[config.mk]
export PLATFORM = sky130hd
export DESIGN_NAME = map_port_arbiter
export DESIGN_NICKNAME = d
export VERILOG_FILES = /design/src/rtl/map_pkg.sv /design/src/rtl/rr_picker.sv /design/src/rtl/map_port_arbiter.sv
export SDC_FILE = /design/constraint.sdc
export NUM_CORES = 1
export LEC_CHECK = 0
export CORE_ASPECT_RATIO = 1.4
export CORE_UTILIZATION = 40
export CTS_CLUSTER_DIAMETER = 200
export DETAILED_ROUTE_END_ITERATION = 10
export PLACE_DENSITY = 0.81
export SYNTH_ARGS = -nofsm -noshare
export SYNTH_HDL_FRONTEND = slang
export SYNTH_SLANG_ARGS = --single-unit
[constraint.sdc]
create_clock -name px_clk -period 4.6 [get_ports px_clk]
set_input_delay 0.92 -clock px_clk [delete_from_list [all_inputs] [get_ports px_clk]]
set_output_delay 0.92 -clock px_clk [all_outputs]
set_load 0.1 [all_outputs]
[src/rtl/map_pkg.sv]
// map_pkg: shared FSM encoding, map geometry and sprite field widths for the map port.
package map_pkg;
  typedef enum logic [1:0] {S_IDLE, S_WR, S_RD, S_DONE} state_t;
  localparam int MAP_COLS = 40;
  localparam int MAP_ROWS = 30;
  localparam int SPR_ORIENT_W = 3;
  localparam int SPR_INDEX_W = 5;
  localparam int SPRITE_W = SPR_ORIENT_W + SPR_INDEX_W;
  localparam logic [SPRITE_W-1:0] SPRITE_EMPTY = '0;
endpackage

[src/rtl/rr_picker.sv]
// rr_picker: combinational round-robin encoder, first request searching upward from last+1.
module rr_picker #(
  parameter int N = 4,
  parameter int IW = $clog2(N)
) (
  input  logic [N-1:0]  req_i,
  input  logic [IW-1:0] last_i,
  output logic [IW-1:0] grant_o,
  output logic          any_o
);
  logic [IW-1:0] k;
  always_comb begin
    grant_o = '0;
    k = '0;
    any_o = |req_i;
    for (int i = N; i >= 1; i--) begin
      k = IW'((int'(last_i) + i) % N);
      if (req_i[k]) grant_o = k;
    end
  end
endmodule

[src/rtl/map_port_arbiter.sv]
// map_port_arbiter: round-robin sharing of the single tile-map port among NREQ requesters.
module map_port_arbiter import map_pkg::*; #(
  parameter int NREQ = 4,
  parameter int MAXX = MAP_COLS - 1,
  parameter int MAXY = MAP_ROWS - 1,
  parameter int TIMEOUT = 15
) (
  input  logic                       px_clk,
  input  logic                       rst,
  input  logic [NREQ-1:0]            req,
  input  logic [NREQ-1:0]            req_we,
  input  logic [6*NREQ-1:0]          req_x,
  input  logic [6*NREQ-1:0]          req_y,
  input  logic [SPRITE_W*NREQ-1:0]   req_sprite,
  output logic [NREQ-1:0]            ack,
  output logic                       err,
  output logic [SPRITE_W-1:0]        rd_data,
  output logic                       update,
  output logic                       get,
  output logic [5:0]                 posx,
  output logic [5:0]                 posy,
  output logic [SPRITE_W-1:0]        sprite,
  input  logic [SPRITE_W-1:0]        read_sprite,
  input  logic                       ready
);
  localparam int IW = $clog2(NREQ);
  localparam int CW = $clog2(TIMEOUT + 1);
  state_t state_q, state_d;
  logic [IW-1:0] last_q, gnt_q, pick;
  logic any, oob, err_q, err_d;
  logic [5:0] x_q, y_q, px, py;
  logic [SPRITE_W-1:0] spr_q, rd_q, ps;
  logic [CW-1:0] cnt_q, cnt_d;
  logic [5:0] xs [NREQ];
  logic [5:0] ys [NREQ];
  logic [SPRITE_W-1:0] ss [NREQ];
  for (genvar g = 0; g < NREQ; g++) begin : g_unpack
    assign xs[g] = req_x[6*g +: 6];
    assign ys[g] = req_y[6*g +: 6];
    assign ss[g] = req_sprite[SPRITE_W*g +: SPRITE_W];
  end
  rr_picker #(.N(NREQ)) u_pick (.req_i(req), .last_i(last_q), .grant_o(pick), .any_o(any));
  assign px = xs[pick];
  assign py = ys[pick];
  assign ps = ss[pick];
  assign oob = (px > 6'(MAXX)) || (py > 6'(MAXY));
  always_comb begin
    state_d = state_q;
    err_d = err_q;
    cnt_d = cnt_q;
    case (state_q)
      S_IDLE: if (any) begin
        state_d = oob ? S_DONE : (req_we[pick] ? S_WR : S_RD);
        err_d = oob;
        cnt_d = '0;
      end
      S_WR: state_d = S_DONE;
      S_RD: begin
        state_d = (ready || cnt_q == CW'(TIMEOUT - 1)) ? S_DONE : S_RD;
        err_d = !ready;
        cnt_d = cnt_q + CW'(1);
      end
      default: state_d = S_IDLE;
    endcase
  end
  always_ff @(posedge px_clk or negedge rst) begin
    if (!rst) begin
      state_q <= S_IDLE;
      last_q <= IW'(NREQ - 1);
      gnt_q <= '0;
      err_q <= 1'b0;
      cnt_q <= '0;
      x_q <= '0;
      y_q <= '0;
      spr_q <= SPRITE_EMPTY;
      rd_q <= SPRITE_EMPTY;
    end else begin
      state_q <= state_d;
      err_q <= err_d;
      cnt_q <= cnt_d;
      if (state_q == S_IDLE && any) begin
        gnt_q <= pick;
        x_q <= px;
        y_q <= py;
        spr_q <= ps;
      end
      if (state_q == S_RD && ready) rd_q <= read_sprite;
      if (state_q == S_DONE) last_q <= gnt_q;
    end
  end
  assign update = state_q == S_WR;
  assign get = state_q == S_RD;
  assign posx = x_q;
  assign posy = y_q;
  assign sprite = spr_q;
  assign rd_data = rd_q;
  assign err = (state_q == S_DONE) && err_q;
  assign ack = (state_q == S_DONE) ? (NREQ'(1) << gnt_q) : '0;
endmodule

==> results of run 1 <==
path summary, 6_finish.rpt:
kind                                 start         end  slack, ps  depth (start not counted)
worst min register to register   sprite[4]   sprite[4]        490                          2
max in group asynchronous              rst     posx[0]       3300                          1
worst max-delay path            state_q[1]      ack[0]       1120                          3
worst max register to register   last_q[1]  state_q[1]       2090                          6
min in group asynchronous              rst     posx[4]        740                          1
worst min-delay path             sprite[4]   sprite[4]        490                          2
cells in the mapped netlist, types with 3 or more instances:
| master | n | area, um2 |
|---|---|---|
| inv_1 | 4 | 15.0 |
| mux2_2 | 22 | 248 |
| ha_1 | 6 | 75.1 |
| mux2i_1 | 40 | 400 |
| nand2_1 | 31 | 116 |
| clkbuf_1 | 5 | 18.8 |
| dfrtp_1 | 37 | 926 |
| a21oi_1 | 4 | 20.0 |
| nor2_1 | 6 | 22.5 |
| buf_2 | 5 | 25.0 |
| mux2_1 | 11 | 124 |
| a31oi_1 | 3 | 18.8 |
| o21ai_1 | 26 | 130 |
| nand2b_1 | 5 | 31.3 |
power by group:
group | internal [W] | leakage [nW] | total (W) | switching [W]
logic | 0.000696 | 1.19 | 0.00228 | 0.00158
clock network | 0.000137 | 0.0515 | 0.000255 | 0.000118
registers | 0.000525 | 0.465 | 0.000643 | 0.000118
sequential cells by signal (all words and copies together) (netlist names):
| signal | count |
|---|---|
| cnt_q | 4 |
| err_q | 1 |
| gnt_q | 2 |
| last_q | 2 |
| posx | 6 |
| posy | 6 |
| rd_data | 8 |
| sprite | 8 |
| state_q | 2 |
worst max-delay path, cell delays in order, from the launching register on:
cell	delay [ps]
dfrtp_1	440
ha_1	370
nor3b_1	250
clkdlybuf4s50_1	1200
logic make-up after synthesis:
group / Yosys count
DFF: 39
and+or+nand+nor: 55
muxes: 73
buffers and inverters: 18
adders and majority gates: 6
AOI/OAI and AO/OA: 46
stage by stage:
stage               hold WS (ps)  instances  area, um2  power [W]  worst slack, ps
floorplan                    498        237       2480    0.00240              696
global placement             468        430       3840    0.00291             1180
detailed placement           474        430       3840    0.00294             1170
CTS                          491        438       3940    0.00320             1140
global route                 505        438       3940    0.00333             1070
finish                       485        438       3940    0.00317             1120
layer usage:
layer	vias to the layer above	part of all wire, %
met5	-	0
met4	0	1.2
met3	5	5.1
met2	71	55
met1	1040	38
li1	1104	-
cells in the final DEF, fill, tap and decap left out, types with 2 or more instances in the layout:
master | synthesis | routed
clkdlybuf4s50_1 | 0 | 132
mux2i_1 | 40 | 40
dfrtp_1 | 37 | 37
nand2_1 | 31 | 31
o21ai_1 | 26 | 26
mux2_2 | 22 | 22
mux2_1 | 11 | 11
clkbuf_8 | 0 | 7
nor2_1 | 6 | 6
ha_1 | 6 | 6
nand2b_1 | 5 | 5
inv_1 | 4 | 4
a21oi_1 | 4 | 4
buf_4 | 2 | 4
a31oi_1 | 3 | 3
and3_1 | 2 | 2
and2_1 | 2 | 2
a21o_1 | 2 | 2
nor2b_1 | 2 | 2
nor3_1 | 2 | 2
o21ai_0 | 2 | 2
a22o_1 | 2 | 2
dfstp_2 | 2 | 2
area by class of cell:
| cell class | count | area [um2] | area share (%) |
|---|---|---|---|
| Sequential cell | 39 | 978 | 24.8 |
| Clock buffer | 8 | 100 | 2.54 |
| Inverter | 4 | 15.0 | 0.381 |
| Timing Repair Buffer | 137 | 1360 | 34.4 |
| Tap cell | 70 | 87.6 | 2.22 |
| Multi-Input combinational cell | 180 | 1400 | 35.6 |
==> results.py, run 1 <==
metrics = {
    "status": {
        "status": "finished clean",
    },
    "timing": {
        "clock.fmax_mhz": 287,
        "finalSetupViolCount": 0,
        "finalCritPeriodShare_pct": 75.6,
        "rsz0062_at_grt": "false",
        "final-max-slew-violation-count": 0,
        "fin_tns_setup_ps": 0,
        "period_needed_ps": 3480,
        "relSlewSlack_pct": 32.4,
        "hold_viol": 0,
        "finClkSkew_ps": 2.75,
        "tightest_slew_ps": 1010,
    },
    "critical_path": {
        "start_kind": "flop",
        "critPathRequiredTime_ps": 3680,
        "worstSetupPathType": "reg -> out",
        "critPathMaxFanout": 9,
        "worst_setup_path_end_kind": "output pin",
        "crit_arrival_ps": 2560,
    },
    "floorplan": {
        "rows": 33,
        "die_x_um": 68.5,
        "fp.dieH_um": 95.1,
        "core_um2": 5900,
        "dieArea_um2": 6510,
        "initial_core_util_pct": 41.9,
        "io_pins": 134,
    },
    "logic_synthesis": {
        "ys_warn_count": 0,
        "synthSimpleGateAreaFrac_pct": 10.2,
        "syn_avg_cell_area_um2": 10.4,
        "ys_ff_latch": 39,
        "yosysUniqueCellTypes": 36,
        "synth_cells": 237,
        "synth-xor-area-share_pct": 0,
        "synth_enable_flop_cells": 0,
        "synthMuxAreaShare_pct": 31.2,
        "synth-compound-area-share_pct": 12.2,
        "synth_flop_cell": "dfrtp_1",
        "synth_area_um2": 2480,
        "synth_top_family_by_area": "multiplexers",
        "synth_fp_nets": 342,
        "async_reset_ff_share_pct": 100,
        "ys_seq_area_share_pct": 39.5,
        "synth_fa_ha_area_share_pct": 3.03,
    },
    "clock_network": {
        "clkTransAtPathRegs_ps": 70,
        "cts.sinks": 39,
        "cts_tree": "built",
        "cts_resized": 0,
        "cts_htree_levels": 2,
        "clockBufferDepth": 2,
        "hold_buffers": 0,
        "cts-root-buf": "clkbuf_8",
        "post_cts_buffers": 0,
        "clk_latency_ps": 290,
        "cts_buffers": 5,
    },
    "route": {
        "drt_wl_total_mm": 6.31,
        "vias": 2220,
        "wl_per_cell_um": 14.4,
        "via_per_inst": 5.07,
        "drt_iter0_drc": 105,
        "antenna_left": 0,
        "drc": 0,
        "drt_first_pass_iters": 4,
    },
    "run": {
        "cap_violations": 0,
    },
    "grt": {
        "grt-busiest-layer": "met2",
        "use_met2_pct": 35.0,
        "grt_usage_pct": 20.0,
        "met1_usage_pct": 23.6,
        "grt_max_degree": 40,
        "use_met3_pct": 4.55,
        "antenna_found_initial": 0,
        "grt_overflow": 0,
        "grt_pass1_wl_mm": 9.61,
        "grt_pass1_vias": 2069,
    },
    "layout": {
        "diodes": 0,
        "drive_gt1_share_pct": 10.6,
        "final_nets": 472,
        "filler_cell_count": 502,
        "syn2layout_area_growth_pct": 59.1,
        "final_core_util_pct": 66.7,
    },
    "hold_path": {
        "worst_hold_path_type": "reg -> reg",
    },
    "power_and_ir_drop": {
        "cellLeakagePower_nw": 1.70,
        "vdd_ir_drop_max_v": 0.000422,
        "p_per_area_nw_per_um2": 806,
    },
    "placed_design": {
        "numPortBuffers": 133,
        "gp_congestion": 0.778,
        "hpwl_mm": 5.07,
    },
}
(Power assumes the default switching activity.)
==> inputs of run 2 (changes only) <==
--- a/config.mk
+++ b/config.mk
@@ -6,10 +6,10 @@
 export NUM_CORES = 1
 export LEC_CHECK = 0
 export CORE_ASPECT_RATIO = 1.4
-export CORE_UTILIZATION = 40
+export CORE_UTILIZATION = 39
 export CTS_CLUSTER_DIAMETER = 200
 export DETAILED_ROUTE_END_ITERATION = 10
-export PLACE_DENSITY = 0.81
+export PLACE_DENSITY = 0.79
 export SYNTH_ARGS = -nofsm -noshare
 export SYNTH_HDL_FRONTEND = slang
 export SYNTH_SLANG_ARGS = --single-unit
==> constraint.sdc (replaced) <==
create_clock -name px_clk -period 3.3 [get_ports px_clk]
set_input_delay 0.66 -clock px_clk [delete_from_list [all_inputs] [get_ports px_clk]]
set_output_delay 0.66 -clock px_clk [all_outputs]
set_load 0.1 [all_outputs]
==> results.py, run 2 (same netlist as run 1, synthesis figures left out) <==
metrics = {
    "status": {
        "status": "finished, violations left",
        "violations": "design-rule violations",
    },
    "grt": {
        "grt_pass1_wl_mm": 10.4,
        "grt_usage_pct": 19.6,
        "antenna_found_initial": 0,
        "grt_max_degree": 44,
        "grt_overflow": 0,
        "grt_pass1_vias": 2226,
    },
    "timing": {
        "rsz0062_at_grt": "false",
        "finClkSkew_ps": 6.90,
        "fin_tns_setup_ps": 0,
        "tightest_slew_ps": 872,
        "final-max-slew-violation-count": 0,
        "clock.fmax_mhz": 392,
        "hold_viol": 0,
        "relSlewSlack_pct": 41.9,
        "period_needed_ps": 2550,
        "finalSetupViolCount": 0,
        "finalCritPeriodShare_pct": 77.2,
    },
    "critical_path": {
        "critPathMaxFanout": 43,
        "worst_setup_path_end_kind": "flop",
        "path_buf_inv": 2,
        "cpMostUsedCell": "mux2i_1",
        "crit_arrival_ps": 2700,
        "max_stage_delay_ps": 550,
        "start_kind": "primary input",
        "worstSetupPathType": "in -> reg",
        "critPathRequiredTime_ps": 3450,
        "cp_cell_sequence": "clkdlybuf4s50_1 -> nand3b_1 -> a31oi_4 -> buf_12 -> mux2i_1 -> mux2i_1 -> a41oi_1 -> a31oi_1",
        "crit_family": "buffers and inverters",
        "critPathSlowestCell": "clkdlybuf4s50_1",
    },
    "route": {
        "drt_first_pass_iters": 7,
        "drc": 1,
        "drt_iter0_drc": 97,
        "via_per_inst": 5.09,
        "drt_wl_total_mm": 6.44,
        "wl_per_cell_um": 14.6,
        "vias": 2249,
        "antenna_left": 0,
        "dr_wl_met2_mm": 3.69,
        "met1_length_mm": 2.40,
        "wl_met3_um": 254,
        "top_layer": "met4",
    },
    "floorplan": {
        "rows": 34,
        "fp.dieH_um": 96.3,
        "core_um2": 6170,
        "io_pins": 134,
        "die_x_um": 69.3,
        "initial_core_util_pct": 40.1,
        "dieArea_um2": 6680,
    },
    "placed_design": {
        "gp_congestion": 0.787,
        "hpwl_mm": 5.15,
        "placed_cell_area_um2": 3800,
        "numPortBuffers": 133,
    },
    "clock_network": {
        "clk_latency_ps": 280,
        "clkTransAtPathRegs_ps": 80,
        "cts.sinks": 39,
        "clockBufferDepth": 2,
        "cts-root-buf": "clkbuf_8",
        "cts_buffers": 5,
        "cts_resized": 0,
        "hold_buffers": 0,
        "cts_htree_levels": 2,
        "post_cts_buffers": 0,
        "cts_tree": "built",
    },
    "power_and_ir_drop": {
        "cellLeakagePower_nw": 1.77,
        "p_per_area_nw_per_um2": 1130,
        "vdd_ir_drop_max_v": 0.000536,
    },
    "layout": {
        "final_core_util_pct": 63.2,
        "most-common-layout-cells": "clkdlybuf4s50_1, mux2i_1, buf_4, dfrtp_1, nand2_1",
        "layout_commonest_cell": "clkdlybuf4s50_1",
        "filler_cell_count": 521,
        "final_area_um2": 3900,
        "syn2layout_area_growth_pct": 57.5,
        "drive_gt1_share_pct": 20.8,
        "final_nets": 474,
        "diodes": 0,
    },
    "hold_path": {
        "worst_hold_path_type": "in -> async",
    },
    "run": {
        "cap_violations": 0,
    },
}
run 2: stage by stage:
step / total power [W] / setup WS, ps / cells / hold WS [ps]
CTS: 0.00444 / 734 / 442 / 494
global placement: 0.00403 / 541 / 434 / 469
finish: 0.00441 / 751 / 442 / 485
floorplan: 0.00335 / 556 / 237 / 364
detailed placement: 0.00408 / 440 / 434 / 478
global route: 0.00464 / 533 / 442 / 525
run 2: final timing paths:
| kind | startpoint | cells after the start | slack [ps] | end |
|---|---|---|---|---|
| min in group px_clk | sprite[3] | 2 | 490 | sprite[3] |
| min reg2reg | sprite[3] | 2 | 490 | sprite[3] |
| max in group asynchronous | rst | 1 | 2260 | rd_data[6] |
| max reg2reg | last_q[1] | 7 | 1100 | state_q[0] |
| min | rst | 1 | 490 | posx[4] |
| max | req[3] | 8 | 750 | state_q[0] |
run 2: per-layer routing:
metal | vias to the layer above | track usage, %
met4 | 0 | 6.12
met1 | 1064 | 21.4
met3 | 8 | 3.04
met2 | 64 | 38.6
li1 | 1113 | -
met5 | - | 0
run 2: final cells by class:
cell class	instances	area [um2]	share of cell area, %
well taps	72	90.1	2.31
clock buffers	8	100	2.57
repair buffers	139	1310	33.6
inverters	4	15.0	0.385
multi-input cells	180	1410	36.1
flip-flops and latches	39	978	25.1
run 2: worst reg2reg max path: cells and delay by family (launching register included):
family                 cells  cell delay [ps]
buffers and inverters      1              280
and+or+nand+nor            1              130
AOI/OAI and AO/OA          3              700
DFF                        1              590
muxes                      2              360
run 2: where the power goes:
group,switching (W),total [W],internal (W),leakage (nW)
sequential,0.000166,0.000898,0.000732,0.465
clock,0.000161,0.000352,0.000191,0.0515
combinational,0.00222,0.00316,0.000941,1.25
total,0.00254,0.00441,0.00186,1.77
